`config.mk`:
```
export PLATFORM = sky130hd
export DESIGN_NAME = ex_alu_stage
export DESIGN_NICKNAME = d
export VERILOG_FILES = /design/src/rtl/ex_alu_stage.sv
export SDC_FILE = /design/constraint.sdc
export NUM_CORES = 1
export LEC_CHECK = 0
export BUFFER_PORTS_ARGS = -buffer_cell sky130_fd_sc_hd__buf_2
export CAP_MARGIN = 10
export CORE_MARGIN = 8
export CORE_UTILIZATION = 49
export DETAILED_ROUTE_END_ITERATION = 6
export PLACE_DENSITY = 0.84
export SYNTH_ARGS = -nofsm -noshare
export SYNTH_HDL_FRONTEND = slang
export SYNTH_SLANG_ARGS = --single-unit
```
`constraint.sdc`:
```
create_clock -name clk -period 3.7 [get_ports clk]
set_clock_uncertainty 0.2 [all_clocks]
set_input_delay 0.37 -clock clk [delete_from_list [all_inputs] [get_ports clk]]
set_output_delay 0.37 -clock clk [all_outputs]
set_load 0.03 [all_outputs]
```
`src/rtl/ex_alu_stage.sv`:
```
// Execute stage: ALU, branch decision and the EX/MEM pipeline register.
// Define EX_SHIFT_EN to build the iterative 1-bit/cycle shifter for codes 110/111.
module ex_alu_stage #(
    parameter int WIDTH = 32
) (
    input  logic             clk,
    input  logic             reset_n,
    input  logic             ValidE,
    input  logic [WIDTH-1:0] SrcAE,
    input  logic [WIDTH-1:0] SrcBE,
    input  logic [2:0]       ALUControlE,
    input  logic             BranchE,
    input  logic             JumpE,
    input  logic             RegWriteE,
    input  logic             MemWriteE,
    input  logic [1:0]       ResultSrcE,
    input  logic [4:0]       RdE,
    input  logic [WIDTH-1:0] WriteDataE,
    input  logic [WIDTH-1:0] PCPlus4E,
    input  logic             FlushE,
    input  logic             StallM,
    input  logic             FlushM,
    output logic             ZeroE,
    output logic             PCSrcE,
    output logic             BusyE,
    output logic             ValidM,
    output logic             RegWriteM,
    output logic             MemWriteM,
    output logic [1:0]       ResultSrcM,
    output logic [4:0]       RdM,
    output logic [WIDTH-1:0] ALUResultM,
    output logic [WIDTH-1:0] WriteDataM,
    output logic [WIDTH-1:0] PCPlus4M
);

    logic [WIDTH-1:0] diff;
    logic [WIDTH-1:0] alu_result;
    logic [WIDTH-1:0] shift_result;
    logic             cap_valid;

    assign diff   = SrcAE - SrcBE;
    assign ZeroE  = (diff == '0);
    assign PCSrcE = ValidE & ~FlushE & (JumpE | (BranchE & ZeroE));

`ifdef EX_SHIFT_EN
    typedef enum logic [1:0] {S_IDLE, S_SHIFT, S_DONE} sh_state_t;

    sh_state_t        state_q, state_d;
    logic [WIDTH-1:0] acc_q, acc_d;
    logic [4:0]       cnt_q, cnt_d;
    logic             is_shift;

    assign is_shift     = ValidE & (ALUControlE[2:1] == 2'b11);
    assign BusyE        = is_shift & (state_q != S_DONE);
    assign shift_result = acc_q;

    always_comb begin
        state_d = state_q;
        acc_d   = acc_q;
        cnt_d   = cnt_q;
        if (FlushE) begin
            state_d = S_IDLE;
        end else begin
            case (state_q)
                S_IDLE: begin
                    if (is_shift) begin
                        acc_d   = SrcAE;
                        cnt_d   = SrcBE[4:0];
                        state_d = (SrcBE[4:0] == 5'd0) ? S_DONE : S_SHIFT;
                    end
                end
                S_SHIFT: begin
                    acc_d = ALUControlE[0] ? (acc_q >> 1) : (acc_q << 1);
                    cnt_d = cnt_q - 5'd1;
                    if (cnt_q == 5'd1) state_d = S_DONE;
                end
                // Hold the finished result until EX/MEM actually takes it.
                S_DONE: begin
                    if (!StallM) state_d = S_IDLE;
                end
                default: state_d = S_IDLE;
            endcase
        end
    end

    always_ff @(posedge clk) begin
        if (!reset_n) begin
            state_q <= S_IDLE;
            acc_q   <= '0;
            cnt_q   <= '0;
        end else begin
            state_q <= state_d;
            acc_q   <= acc_d;
            cnt_q   <= cnt_d;
        end
    end
`else
    assign BusyE        = 1'b0;
    assign shift_result = '0;
`endif

    always_comb begin
        alu_result = '0;
        case (ALUControlE)
            3'b000:         alu_result = SrcAE + SrcBE;
            3'b001:         alu_result = diff;
            3'b010:         alu_result = SrcAE & SrcBE;
            3'b011:         alu_result = SrcAE | SrcBE;
            3'b100:         alu_result = SrcAE ^ SrcBE;
            3'b101:         alu_result = {{(WIDTH-1){1'b0}}, ($signed(SrcAE) < $signed(SrcBE))};
            3'b110, 3'b111: alu_result = shift_result;
            default:        alu_result = '0;
        endcase
    end

    // EX/MEM register
    logic             valid_m_q, valid_m_d;
    logic             regwrite_m_q, regwrite_m_d;
    logic             memwrite_m_q, memwrite_m_d;
    logic [1:0]       resultsrc_m_q, resultsrc_m_d;
    logic [4:0]       rd_m_q, rd_m_d;
    logic [WIDTH-1:0] aluresult_m_q, aluresult_m_d;
    logic [WIDTH-1:0] writedata_m_q, writedata_m_d;
    logic [WIDTH-1:0] pcplus4_m_q, pcplus4_m_d;

    // A killed or still-busy instruction enters M as a bubble with no side effects.
    assign cap_valid = ValidE & ~FlushE & ~BusyE;

    always_comb begin
        valid_m_d     = valid_m_q;
        regwrite_m_d  = regwrite_m_q;
        memwrite_m_d  = memwrite_m_q;
        resultsrc_m_d = resultsrc_m_q;
        rd_m_d        = rd_m_q;
        aluresult_m_d = aluresult_m_q;
        writedata_m_d = writedata_m_q;
        pcplus4_m_d   = pcplus4_m_q;
        if (FlushM) begin
            valid_m_d    = 1'b0;
            regwrite_m_d = 1'b0;
            memwrite_m_d = 1'b0;
        end else if (!StallM) begin
            valid_m_d     = cap_valid;
            regwrite_m_d  = RegWriteE & cap_valid;
            memwrite_m_d  = MemWriteE & cap_valid;
            resultsrc_m_d = ResultSrcE;
            rd_m_d        = RdE;
            aluresult_m_d = alu_result;
            writedata_m_d = WriteDataE;
            pcplus4_m_d   = PCPlus4E;
        end
    end

    always_ff @(posedge clk) begin
        if (!reset_n) begin
            valid_m_q     <= 1'b0;
            regwrite_m_q  <= 1'b0;
            memwrite_m_q  <= 1'b0;
            resultsrc_m_q <= '0;
            rd_m_q        <= '0;
            aluresult_m_q <= '0;
            writedata_m_q <= '0;
            pcplus4_m_q   <= '0;
        end else begin
            valid_m_q     <= valid_m_d;
            regwrite_m_q  <= regwrite_m_d;
            memwrite_m_q  <= memwrite_m_d;
            resultsrc_m_q <= resultsrc_m_d;
            rd_m_q        <= rd_m_d;
            aluresult_m_q <= aluresult_m_d;
            writedata_m_q <= writedata_m_d;
            pcplus4_m_q   <= pcplus4_m_d;
        end
    end

    assign ValidM     = valid_m_q;
    assign RegWriteM  = regwrite_m_q;
    assign MemWriteM  = memwrite_m_q;
    assign ResultSrcM = resultsrc_m_q;
    assign RdM        = rd_m_q;
    assign ALUResultM = aluresult_m_q;
    assign WriteDataM = writedata_m_q;
    assign PCPlus4M   = pcplus4_m_q;

endmodule

```
==> metrics.txt <==
Peak Freq=218 MHz; antenna-violating nets left=0; initial core utilization=between 40 and 50%; GR Overflow Total=0; largest net degree at the start of global routing=between 60 and 70; Pre-antenna DRT Iters=7; CP Launch Type=input port; initial antenna violation count=0; ys async rst share=0%; Synth Register Bits=106; Tmin final=4590 ps; crit end category=primary output; hold buffers post-CTS=0; PD cells=around 310 nW/um2; r2r setup slk=2290 ps; count leader, synth=nand2_1; leakage=0.00646 uW; root buf cell=clkbuf_16; violated checks=DRC, setup timing; Worst-Skew Late Latency=360 ps; H-tree depth=3; clk slew on worst S/H paths=around 100 ps; Crit path required time=3130 ps; drt total wl=just over 40 mm; vias in the first global route=11700; final std cells w/o fill=2092; critical path class=in -> out; area of the multi-input gates=6890 um2; all-layer global routing usage=roughly 32%; Die X=about 160 um; setup ws final=-891 ps; top post-synthesis cells by area=dfxtp_1 (22%), ha_1 (13%), a21oi_1 (9.6%); I/O Pins=257; total power=a little over 4000 uW; Synth Net Count=around 1600; Worst-Margin Slew=around 870 ps; DP HPWL=32.1 mm; status=complete, but fails checks; Final setup viols=2; cell total after placement=2071; Inserted Diodes=0; worst-path fanout max=2; first-pass GRT wire length=62.0 mm; maxcap violations=0; Arrival @ worst endpoint=4020 ps; Worst Hold Depth=3; Post-synth EDFFs=0; CTS buffer count=9; Final Slew Violations=0; Synth cell types=73; Final Hold Violating Endpoints=0; Yosys top cell area share=approximately 22%; Layout Nets=2068; Seq/Total Area, Yosys=22.2%; Core ar.=19300 um2; layout cell share with drive strength beyond 1=32.0%; Synth Cell Area=9570 um2; clock sink total=106; DR vias/cell=5.88; Via Count=12300; Yosys warnings=0; DP Worst Slack=-1120 ps; Sequential Area=2120 um2; fillers=about 1700; R2R depth=3; unrepaired setup endpoints after global routing=yes; Hold WC Path Type=in -> reg; Final GP Congestion=1.01; Syn-to-layout area delta=39.4%; DR WL/cell=19.5 um; drt drc=2; most used flip-flop cell after synthesis=dfxtp_1; die area=24300 um2; area leader, netlist=dfxtp_1; most instantiated cells after synthesis=nand2_1 (225), a21oi_1 (184), dfxtp_1 (106); cells after synthesis=1380; Clock Path Buffers=2; Final period util=124%; mean post-synth cell area=6.94 um2; chip height=156 um; Worst VDD drop=0.213 mV; Buffers on Ports=255; slew margin rel.=41.9%; CTS tree=built; first-iteration detailed-routing DRC count=1308; FP Rows=51
==> layout by cell type, fill, tap and decap left out, types with 17 or more instances in the layout <==
master / count
nor2b_1: 18
dfxtp_1: 106
o21ai_0: 86
a211oi_1: 22
buf_2: 252
inv_1: 97
ha_1: 94
a21oi_1: 183
o211ai_1: 20
nor3_1: 30
xnor2_1: 21
nor4_1: 17
buf_4: 267
nor2_1: 99
nand2_1: 225
==> repair_timing <==
action,4_1_cts,5_1_grt
buffers inserted,4,2
pin swaps,16,15
resized for setup,21,16
endpoints found under the setup margin,2,5
==> layout make-up <==
type | instances | share of cell area (%)
repair buffers | 522 | 24.7
clock inverters | 7 | 0.684
inverters | 103 | 2.92
clock buffers | 9 | 1.69
flip-flops and latches | 106 | 15.9
well taps | 265 | 2.48
multi-input cells | 1080 | 51.6
==> power by group <==
group | switching, uW | internal (uW)
registers | 30.0 | 1200
clock network | 542 | 489
logic | 1100 | 788
total | 1670 | 2480
==> worst max-delay path, cell delays in order <==
cell and delay (ps):
buf_8 100, inv_4 50, ha_4 130, inv_2 40, fa_1 480, a211o_1 290
a21oi_2 120, nand4_1 170, a2111oi_4 330, nand4_1 160, nor4b_2 240, nand4_1 120
or4_4 500, or4b_4 510, nor4_4 210, buf_6 180
==> worst paths after layout <==
check,startpoint,to
worst max register to register,ALUResultM[28],ALUResultM[28]
worst min register to register,WriteDataM[5],WriteDataM[5]
worst min-delay path,WriteDataE[1],WriteDataM[1]
worst max-delay path,SrcAE[0],ZeroE
==> logic make-up after synthesis <==
kind of cell,count (synthesis),synth area share (%)
mux,9,0.954
simple gates,468,21.9
other cells,1,0.0392
flops,106,22.2
xor+xnor,25,2.29
buf+inv,194,7.76
compound gates,479,31.9
fa+ha+maj,98,13.0
==> metrics by stage <==
| stage | hold slack [ps] | area (um2) | TNS, ps | utilization, % |
|---|---|---|---|---|
| global route | 38.4 | 13300 | -1800 | 69.0 |
| finish | 25.0 | 13300 | -1630 | 69.0 |
| CTS | 19.1 | 13300 | -1630 | 68.6 |
| detailed placement | 243 | 12800 | -3080 | 66.4 |
| floorplan | 306 | 9600 | -665 | - |
| global placement | 239 | 12800 | -2370 | 66.4 |
==> routing by layer <==
| metal | vias to the layer above | track usage [%] | wire length, um |
|---|---|---|---|
| met4 | 0 | 15.7 | 1830 |
| met3 | 126 | 6.12 | 3930 |
| li1 | 5768 | - | - |
| met2 | 732 | 54.3 | 19000 |
| met5 | - | 0 | 0 |
| met1 | 5673 | 38.3 | 16100 |
==> registers in the layout (all words and copies together) (netlist names) <==
signal,count
ALUResultM,32
PCPlus4M,32
RdM,5
WriteDataM,32
MemWriteM,1
ValidM,1
RegWriteM,1
ResultSrcM,2
Note: power is estimated with default switching activity, not from simulation.
